**src/rtl/uart_pkg.sv**
```systemverilog
`default_nettype none
// ============================================================================
// Module      : uart_pkg
// Description : Definitions shared by the UART receive and transmit paths:
//               FSM state encoding, parity-type constants, the default
//               payload width and a three-input majority vote helper.
// Ports       : none (package)
// Revision    : 1.0 - initial release
// ============================================================================
package uart_pkg;

  localparam int DEFAULT_DATA_WIDTH = 8;

  // Receiver FSM state encoding
  localparam logic [2:0] ST_IDLE   = 3'd0;
  localparam logic [2:0] ST_START  = 3'd1;
  localparam logic [2:0] ST_DATA   = 3'd2;
  localparam logic [2:0] ST_PARITY = 3'd3;
  localparam logic [2:0] ST_STOP   = 3'd4;

  // Values of the parity-type select input
  localparam logic PAR_EVEN = 1'b0;
  localparam logic PAR_ODD  = 1'b1;

  // Two-out-of-three vote used to reject a single corrupted oversample
  function automatic logic maj3(input logic a, input logic b, input logic c);
    return (a & b) | (a & c) | (b & c);
  endfunction

endpackage
`default_nettype wire

```
**src/rtl/uart_rx_sampler.sv**
```systemverilog
`default_nettype none
// ============================================================================
// Module      : uart_rx_sampler
// Description : Bit-period timing for the UART receiver. An edge counter runs
//               0..prescale-1 across each bit while the FSM is active; the
//               synchronized line is sampled at prescale/2-1, prescale/2 and
//               prescale/2+1 and the majority of the three is latched.
// Ports       : clk_i         - clock, rising edge
//               rst_i         - synchronous active-high reset
//               rx_s_i        - synchronized serial line
//               prescale_i    - oversampling ratio (8, 16 or 32)
//               run_i         - FSM outside IDLE; counter advances
//               seed_one_i    - while not running, preload the counter with
//                               1 instead of 0
//               edge_cnt_o    - position within the current bit
//               sampled_bit_o - majority-voted value of the current bit
//               bit_done_o    - sampled_bit_o freshly updated this cycle
// Revision    : 1.0 - initial release
// ============================================================================
module uart_rx_sampler #(
  parameter int PRESCALE_W = 6
) (
  input  logic                  clk_i,
  input  logic                  rst_i,
  input  logic                  rx_s_i,
  input  logic [PRESCALE_W-1:0] prescale_i,
  input  logic                  run_i,
  input  logic                  seed_one_i,
  output logic [PRESCALE_W-1:0] edge_cnt_o,
  output logic                  sampled_bit_o,
  output logic                  bit_done_o
);

  import uart_pkg::*;

  logic [PRESCALE_W-1:0] edge_cnt_q;
  logic [PRESCALE_W-1:0] edge_cnt_d;
  logic                  s0_q;
  logic                  s1_q;
  logic                  bit_q;

  logic [PRESCALE_W-1:0] half;
  logic [PRESCALE_W-1:0] last_tick;

  assign half      = {1'b0, prescale_i[PRESCALE_W-1:1]};
  assign last_tick = prescale_i - PRESCALE_W'(1);

  always_comb begin
    edge_cnt_d = edge_cnt_q;
    if (!run_i) begin
      edge_cnt_d = seed_one_i ? PRESCALE_W'(1) : '0;
    end else if (edge_cnt_q == last_tick) begin
      edge_cnt_d = '0;
    end else begin
      edge_cnt_d = edge_cnt_q + PRESCALE_W'(1);
    end
  end

  always_ff @(posedge clk_i) begin
    if (rst_i) begin
      edge_cnt_q <= '0;
      s0_q       <= 1'b0;
      s1_q       <= 1'b0;
      bit_q      <= 1'b0;
    end else begin
      edge_cnt_q <= edge_cnt_d;
      if (run_i) begin
        if (edge_cnt_q == half - PRESCALE_W'(1)) s0_q <= rx_s_i;
        if (edge_cnt_q == half)                  s1_q <= rx_s_i;
        // Third sample is taken directly from the line and voted at once
        if (edge_cnt_q == half + PRESCALE_W'(1)) bit_q <= maj3(s0_q, s1_q, rx_s_i);
      end
    end
  end

  assign edge_cnt_o    = edge_cnt_q;
  assign sampled_bit_o = bit_q;
  // The vote lands at the end of tick half+1, so it is readable on half+2;
  // for the smallest ratio (8) that is still before the last tick.
  assign bit_done_o    = run_i && (edge_cnt_q == half + PRESCALE_W'(2));

endmodule
`default_nettype wire

```
**src/rtl/uart_rx_core.sv**
```systemverilog
`default_nettype none
// ============================================================================
// Module      : uart_rx_core
// Description : UART receiver. Synchronizes RX_IN, oversamples each bit by a
//               run-time prescale with a 3-sample majority vote, assembles an
//               LSB-first payload, checks optional parity and the stop bit and
//               reports one result strobe per frame.
// Ports       : CLK        - clock, rising edge
//               RST        - synchronous active-high reset
//               RX_IN      - asynchronous serial input, idle high
//               Prescale   - oversampling ratio (8, 16, 32)
//               PAR_EN     - parity bit present after the data bits
//               PAR_TYP    - 0 even, 1 odd parity
//               P_DATA     - last good payload, updated with data_valid
//               data_valid - one-cycle strobe, frame good
//               par_err    - one-cycle strobe, parity mismatch
//               stp_err    - one-cycle strobe, stop bit sampled low
// Revision    : 1.0 - initial release
// ============================================================================
module uart_rx_core
  import uart_pkg::*;
#(
  parameter int DATA_WIDTH = DEFAULT_DATA_WIDTH,
  parameter int PRESCALE_W = 6
) (
  input  logic                  CLK,
  input  logic                  RST,
  input  logic                  RX_IN,
  input  logic [PRESCALE_W-1:0] Prescale,
  input  logic                  PAR_EN,
  input  logic                  PAR_TYP,
  output logic [DATA_WIDTH-1:0] P_DATA,
  output logic                  data_valid,
  output logic                  par_err,
  output logic                  stp_err
);

  localparam int BC_W = (DATA_WIDTH > 1) ? $clog2(DATA_WIDTH) : 1;

  // Synchronizer and one-cycle history of the synchronized line
  logic rx_meta_q;
  logic rx_s_q;
  logic rx_prev_q;

  logic [2:0]            state_q,    state_d;
  logic [BC_W-1:0]       bit_cnt_q,  bit_cnt_d;
  logic [DATA_WIDTH-1:0] shreg_q,    shreg_d;
  logic                  par_bad_q,  par_bad_d;
  logic [DATA_WIDTH-1:0] p_data_q,   p_data_d;
  logic                  dv_q,       dv_d;
  logic                  pe_q,       pe_d;
  logic                  se_q,       se_d;

  logic [PRESCALE_W-1:0] edge_cnt;
  logic                  sampled_bit;
  logic                  bit_done;
  logic                  edge_last;
  logic                  par_expected;

  // A start bit that follows a stop bit with no gap is already one cycle old
  // when the FSM reaches IDLE (the STOP state consumed the first low cycle),
  // so the bit clock is resumed one tick in to stay aligned with the line.
  uart_rx_sampler #(
    .PRESCALE_W (PRESCALE_W)
  ) u_sampler (
    .clk_i         (CLK),
    .rst_i         (RST),
    .rx_s_i        (rx_s_q),
    .prescale_i    (Prescale),
    .run_i         (state_q != ST_IDLE),
    .seed_one_i    (!rx_prev_q),
    .edge_cnt_o    (edge_cnt),
    .sampled_bit_o (sampled_bit),
    .bit_done_o    (bit_done)
  );

  assign edge_last    = (edge_cnt == Prescale - PRESCALE_W'(1));
  assign par_expected = (^shreg_q) ^ (PAR_TYP == PAR_ODD);

  always_comb begin
    state_d   = state_q;
    bit_cnt_d = bit_cnt_q;
    shreg_d   = shreg_q;
    par_bad_d = par_bad_q;
    p_data_d  = p_data_q;
    dv_d      = 1'b0;
    pe_d      = 1'b0;
    se_d      = 1'b0;

    case (state_q)
      ST_IDLE: begin
        if (!rx_s_q) begin
          state_d   = ST_START;
          bit_cnt_d = '0;
          par_bad_d = 1'b0;
        end
      end

      ST_START: begin
        // A start bit that votes high was a glitch: drop it silently
        if (edge_last) state_d = sampled_bit ? ST_IDLE : ST_DATA;
      end

      ST_DATA: begin
        if (bit_done) shreg_d = {sampled_bit, shreg_q[DATA_WIDTH-1:1]};
        if (edge_last) begin
          if (bit_cnt_q == BC_W'(DATA_WIDTH - 1)) begin
            bit_cnt_d = '0;
            state_d   = PAR_EN ? ST_PARITY : ST_STOP;
          end else begin
            bit_cnt_d = bit_cnt_q + BC_W'(1);
          end
        end
      end

      ST_PARITY: begin
        if (bit_done)  par_bad_d = (sampled_bit != par_expected);
        if (edge_last) state_d   = ST_STOP;
      end

      ST_STOP: begin
        if (edge_last) begin
          state_d = ST_IDLE;
          // Stop-bit failure hides any parity result for the same frame
          if (!sampled_bit) begin
            se_d = 1'b1;
          end else if (par_bad_q) begin
            pe_d = 1'b1;
          end else begin
            dv_d     = 1'b1;
            p_data_d = shreg_q;
          end
        end
      end

      default: state_d = ST_IDLE;
    endcase
  end

  always_ff @(posedge CLK) begin
    if (RST) begin
      rx_meta_q <= 1'b1;
      rx_s_q    <= 1'b1;
      rx_prev_q <= 1'b1;
      state_q   <= ST_IDLE;
      bit_cnt_q <= '0;
      shreg_q   <= '0;
      par_bad_q <= 1'b0;
      p_data_q  <= '0;
      dv_q      <= 1'b0;
      pe_q      <= 1'b0;
      se_q      <= 1'b0;
    end else begin
      rx_meta_q <= RX_IN;
      rx_s_q    <= rx_meta_q;
      rx_prev_q <= rx_s_q;
      state_q   <= state_d;
      bit_cnt_q <= bit_cnt_d;
      shreg_q   <= shreg_d;
      par_bad_q <= par_bad_d;
      p_data_q  <= p_data_d;
      dv_q      <= dv_d;
      pe_q      <= pe_d;
      se_q      <= se_d;
    end
  end

  assign P_DATA     = p_data_q;
  assign data_valid = dv_q;
  assign par_err    = pe_q;
  assign stp_err    = se_q;

endmodule
`default_nettype wire

```
**config.mk**
```make
export PLATFORM = sky130hd
export DESIGN_NAME = uart_rx_core
export DESIGN_NICKNAME = d
export VERILOG_FILES = /design/src/rtl/uart_pkg.sv /design/src/rtl/uart_rx_sampler.sv /design/src/rtl/uart_rx_core.sv
export SDC_FILE = /design/constraint.sdc
export NUM_CORES = 1
export LEC_CHECK = 0
export BUFFER_PORTS_ARGS = -buffer_cell sky130_fd_sc_hd__buf_2
export CELL_PAD_IN_SITES_DETAIL_PLACEMENT = 1
export CELL_PAD_IN_SITES_GLOBAL_PLACEMENT = 2
export CORE_UTILIZATION = 41
export CTS_BUF_LIST = sky130_fd_sc_hd__clkbuf_8
export CTS_CLUSTER_DIAMETER = 120
export DETAILED_ROUTE_END_ITERATION = 10
export PLACE_DENSITY = 0.91
export SYNTH_ARGS = -nofsm -noshare
export SYNTH_HDL_FRONTEND = slang
export SYNTH_HIERARCHICAL = 1
export SYNTH_SLANG_ARGS = --single-unit
```
**constraint.sdc**
```tcl
create_clock -name CLK -period 4.4 [get_ports CLK]
set_input_delay 0.66 -clock CLK [delete_from_list [all_inputs] [get_ports CLK]]
set_output_delay 0.66 -clock CLK [all_outputs]
set_load 0.02 [all_outputs]
```
### After elaboration in Yosys (flattened, before gate mapping)

Cells that the tools add are included.

| operators by class | value |
|---|---|
| $add $sub $neg | 6 |
| equality and inequality tests | 18 |
| muxes and demuxes | 22 |
| bitwise logic cells | 10 |
| reductions and logical operators | 16 |

Operators by type and width:

| operator | count |
|---|---|
| $mux W3 | 10 |
| $eq A6 B6 Y1 | 4 |
| $pmux W3 S5 | 1 |
| $ne A2 B2 Y1 const B | 7 |
| $mux W6 | 2 |
| $reduce_and A2 Y1 | 4 |
| $reduce_xor A8 Y1 | 1 |
| $add A5 B1 Y6 const B | 1 |
| $add A5 B2 Y6 const B | 1 |
| $add A6 B1 Y6 const B | 1 |
| $eq A3 B2 Y1 const B | 2 |
| $eq A3 B3 Y1 const B | 2 |
| $eq A6 B5 Y1 | 1 |
| $mux W1 | 6 |
| $pmux W3 S2 | 1 |
| $reduce_and A3 Y1 | 2 |
| $reduce_and A6 Y1 | 1 |
| $sub A5 B1 Y6 const B | 1 |
| $sub A6 B1 Y6 const B | 1 |
| $not A1 Y1 | 4 |
| $reduce_and A4 Y1 | 1 |
| $reduce_bool A2 Y1 | 2 |
| $reduce_or A4 Y1 | 1 |
| $add A3 B1 Y3 const B | 1 |
| 11 further kinds | 14 |

| word-level totals | value |
|---|---|
| register bits | 38 |
| bits of input ports | 11 |
| word-level logic and storage cells | 87 |

### Logic depth before layout (Yosys ltp)

| depth | value |
|---|---|
| depth after elaboration | 5 |
| mapped depth | 10 |
| gate-level depth less buffers | 8 |

### Cells and area by module

Netlist, hierarchy kept.

Modules (own cells, without submodules):

| module | instances | cells an instance | area each (um2) | seq. area each (um2) |
|---|---|---|---|---|
| uart_rx_core | 1 | 156 | 1,485.2 | 580.6 |
| uart_rx_sampler | 1 | 131 | 1,082.3 | 180.2 |

### Worst setup path after synthesis

No wires, ideal clock.

| path | value |
|---|---|
| path kind | input to register |
| from | input Prescale[3] |
| to | register shreg_q[6] |
| arrival | 2.582 ns |
| required time | 4.272 ns |
| setup slack | 1.690 ns |
| stages | 10 |
| buffers on the path | 2 |
| cell sequence | buf_6 nand3_2 xnor2_2 nand2_1 or3_1 a2111oi_2 and3b_1 clkbuf_1 mux2i_1 nor2_1 |

| between the ends | value |
|---|---|
| word-level cells in the longest chain between the ends | 4 |

RTL lines:

| element | RTL line | source |
|---|---|---|
| start, declared | uart_rx_core.sv:29 | `input logic [PRESCALE_W-1:0] Prescale,` |
| $add A5 B2 Y6 | uart_rx_sampler.sv:80 | `assign bit_done_o = run_i && (edge_cnt_q == half + PRESCALE_W'(2));` |
| $eq A6 B6 Y1 | uart_rx_sampler.sv:80 |  |
| $logic_and A1 B1 Y1 | uart_rx_sampler.sv:80 |  |
| named net bit_done | uart_rx_core.sv:56 | `logic bit_done;` |
| $reduce_and A2 Y1 (no line) | n/a |  |
| end signal, assigned | uart_rx_core.sv:159 | `shreg_q <= shreg_d;` |
| end, declared | uart_rx_core.sv:47 | `logic [DATA_WIDTH-1:0] shreg_q, shreg_d;` |

The timed path passes the listed nets, and every way through them passes these cells.
A chain may end at the register's enable or synchronous reset.

### Worst setup path in the final report

| path | value |
|---|---|
| from | input Prescale[3] |
| to | register shreg_q[3] |

Same word-level chain as after synthesis.

==> run_results.csv <==
group,metric,value,unit
status,run_status,"complete, no violations",
power_and_ir_drop,power_per_cell_area,348.5,nW/µm²
clock_tree,cts_hold_buf,0,
setup_path,worst_setup_start_kind,"input pin",
synth,ys_types,63,
setup_path,path_depth,8,
placed_design,count_of_buffers_inserted_at_the_top_level_ports,21,
power_and_ir_drop,p_switching,0.0002970,W
synth,synthDominantCellAreaShare,29.63,%
synth,netlist_instances,287,
flow_run,maxCapViolCount,0,
timing,tightest_slew,0.6131,ns
layout,instances_no_fill,377,
timing,min_period_over_period,65.90,%
synth,sequential_to_total_area_share_from_yosys_stat,29.63,%
synth,synth_top_flop_cell,"dfxtp_1",
floorplanning,starting_density,42.86,%
min_path,worst_hold_path_type,"reg2reg",
setup_path,r2r.worst_path.cells,7,
layout,ff_latch_area,760.7,µm²
routing,routed_wl,6.055,mm
synth,synth_seq_cells,38,
clock_tree,path_clk_slew,0.08,ns
placed_design,dpl.cell_count,369,
routing,drt_pass1_iterations,4,
timing,grt_setup_unrepaired,"no",
clock_tree,post_cts.repair.setup_buffers,0,
clock_tree,htreeDepth,2,
layout,multi_input_area,1655,µm²
grt,antenna_found_initial,0,
power_and_ir_drop,combinationalPowerShare,22.2,%
floorplanning,die_w,81.14,µm
power_and_ir_drop,internal_power,0.0006876,W
placed_design,dp_hpwl,4.455,mm
setup_path,worst_path_largest_cell_delay,0.53,ns
power_and_ir_drop,leakage,1.152,nW
clock_tree,tritoncts.num_buffers,5,
clock_tree,ctsResizeCount,0,
timing,setup_viol,0,
setup_path,crit_path_cell_trace,"buf_2 -> ha_1 -> nand2_1 -> or3_1 -> a2111oi_2 -> and3b_1 -> mux2i_1 -> nor2_1",
synth,count_of_flip_flops_with_a_built_in_enable_after_synthesis,0,
grt,number_of_global_route_vias_before_repair,2054,
routing,route.detailed.drc,0,
layout,antennaDiodeCount,0,
routing,detail_route.vias_per_cell,5.414,
setup_path,critPathArrivalTime,3.07,ns
grt,gr-usage-all-layers,20.20,%
timing,final_hold_violation_count,0,
grt,grt_pass1_wl,10.02,mm
floorplanning,die_span_in_y,81.14,µm
routing,route.vias.total,2041,
grt,maximum_number_of_pins_on_one_net_before_global_route_repair,30,
timing,finalCriticalPeriod,2.900,ns
floorplanning,row_count,28,
clock_tree,cts_buffer_depth,2,
power_and_ir_drop,register_share_of_total_power,40.2,%
clock_tree,clk_latency,0.29,ns
power_and_ir_drop,peak_supply_drop,0.2254,mV
timing,achievable-frequency,344.8,MHz
synth,yosys.area.top_type,"dfxtp_1",
routing,initialDrtViolationCount,69,
setup_path,critPathSlowestCell,"and3b_1",
layout,final_cell_area,2825,µm²
floorplanning,ios,22,
layout,post_route_cells_drive_above_1_share,16.56,%
routing,antenna_left,0,
clock_tree,tritoncts,"yes",
routing,wl_per_cell,16.06,µm
timing,slew_headroom,59.07,%
floorplanning,dieArea,6583,µm²
synth,netlist_top_cells_area,"dfxtp_1 30%, xnor2_1 9.2%, mux2i_1 8.6%",
synth,async_reset_ff_share,0,%
layout,finalNetCount,323,
setup_path,crit_end_element,"flop",
clock_tree,clock_tree.root_cell,"clkbuf_8",
power_and_ir_drop,total_power,0.0009845,W
floorplanning,core-area,5991,µm²
layout,fillCellCount,733,
power_and_ir_drop,power_frac_clock,37.6,%
synth,syn-cell-area,2567,µm²
synth,ys_warn_count,6,
setup_path,timing.critical_path.buf_inv,1,
timing,totalNegativeSetupSlack,0,ns
setup_path,path_class,"in2reg",
clock_tree,clock-sinks,38,
power_and_ir_drop,switching_share,30.16,%
timing,finalMaxSlewViolations,0,
placed_design,detailed_place.area,2683,µm²
setup_path,crit_family,"simple AND/OR/NAND/NOR gates",
min_path,hold_path_depth,1,
synth,synthesis.nets,309,
grt,globalRouteOverflowTotal,0,
placed_design,gpl.final_weighted_congestion,0.7469,
timing,fin_skew,0.004546,ns
layout,area_growth,10.04,%
synth,syn_area_per_cell,8.946,µm²
setup_path,worst_ep_required_time,4.57,ns
setup_path,worst-path-max-fanout,15,
## per-stage QoR
step,worst slack (ns),hold slack (ns),utilization (%)
3_5_place_dp,1.168,0.3948,44.78
5_1_grt,1.318,0.4301,47.16
3_3_place_gp,1.339,0.3948,44.78
4_1_cts,1.472,0.4129,47.16
2_1_floorplan,1.690,0.3895,-
6_report,1.500,0.4119,47.16
## path summary, 6_finish.rpt
kind                                    to  slack (ns)                     from
worst min register to register      rx_s_q        0.41                rx_meta_q
worst min-delay path                rx_s_q        0.41                rx_meta_q
worst max-delay path            shreg_q[3]        1.50              Prescale[3]
worst max register to register  shreg_q[3]        1.74  u_sampler/edge_cnt_o[4]
## area by class of cell
type                       count  share of cell area [%]
inverter                      18                   2.391
tap                           75                   3.322
clock inverter                 2                   2.126
multi-input combinational    217                   58.59
timing repair buffer          21                   3.720
clock buffer                   6                   2.923
sequential                    38                   26.93
## kinds of logic after synthesis
family | synth area share (%)
adders and majority gates | 5.750
AOI/OAI and AO/OA | 13.21
buffers and inverters | 5.896
and+or+nand+nor | 22.22
muxes | 9.454
xor gates and xnor gates | 13.84
DFF | 29.63
## sequential cells by signal (all words and copies together) (netlist names)
name / cells
P_DATA: 8
par_err: 1
u_sampler/s0_q: 1
rx_prev_q: 1
rx_meta_q: 1
u_sampler/edge_cnt_o: 6
rx_s_q: 1
data_valid: 1
shreg_q: 8
bit_cnt_q: 3
state_q: 3
par_bad_q: 1
stp_err: 1
u_sampler/sampled_bit_o: 1
u_sampler/s1_q: 1
## cells in the mapped netlist, types with 2 or more instances
| cell | n |
|---|---|
| nand4b_1 | 3 |
| xnor2_2 | 2 |
| a32o_1 | 2 |
| and2_1 | 3 |
| clkbuf_1 | 6 |
| buf_4 | 2 |
| nor4_1 | 4 |
| a2111oi_2 | 2 |
| and3b_1 | 2 |
| nor3_1 | 2 |
| nor2b_1 | 6 |
| or2_2 | 3 |
| a211oi_1 | 2 |
| xnor2_1 | 27 |
| o211ai_1 | 2 |
| a21oi_1 | 3 |
| nor2_1 | 33 |
| mux2_2 | 2 |
| buf_6 | 3 |
| and3_1 | 3 |
| o21ai_1 | 3 |
| dfxtp_1 | 38 |
| mux2i_1 | 22 |
| nand2_1 | 19 |
| xor2_1 | 8 |
| a211oi_2 | 2 |
| nand3_1 | 9 |
| o32ai_1 | 2 |
| nand3b_1 | 2 |
| buf_1 | 2 |
| o21ai_0 | 4 |
| nor3b_1 | 2 |
| ha_1 | 11 |
| nand2b_1 | 2 |
| a31oi_1 | 2 |
| inv_1 | 18 |
| or3_1 | 3 |
## routing by layer
metal	global-route usage, %	routed length, µm
met1	24.34	2854
met2	36.30	3004
met3	3.483	121
met4	6.071	74
met5	0	0
## placed cells by master, fill, tap and decap left out, types with 2 or more instances in the layout
cell,count
nand3_1,9
o21ai_0,4
and2_1,3
xnor2_1,27
a2111oi_2,2
xor2_1,8
a211oi_2,2
inv_1,18
mux2i_1,22
mux2_2,2
buf_2,21
a211oi_1,2
nand4b_1,3
xnor2_2,2
bufinv_16,2
a32o_1,2
nor3_1,2
nor2_1,33
ha_1,11
or3_1,3
nand2b_1,2
dfxtp_1,38
nand2_1,19
nor2b_1,6
nor4_1,4
a21oi_1,3
a31oi_1,2
clkbuf_8,6
o32ai_1,2
or2_2,3
nor3b_1,2
and3b_1,2
o211ai_1,2
and3_1,3
nand3b_1,2
o21ai_1,3
## power by group through the flow
| stage | Combinational, W | Clock, W | Sequential [W] |
|---|---|---|---|
| floorplan | 0.000191 | 0 | 0.000377 |
| global placement | 0.000215 | 0 | 0.000404 |
| detailed placement | 0.000219 | 0 | 0.000403 |
| CTS | 0.000221 | 0.000380 | 0.000395 |
| global route | 0.000243 | 0.000392 | 0.000399 |
| finish | 0.000219 | 0.000370 | 0.000396 |
Power figures use the tool's default switching activity.
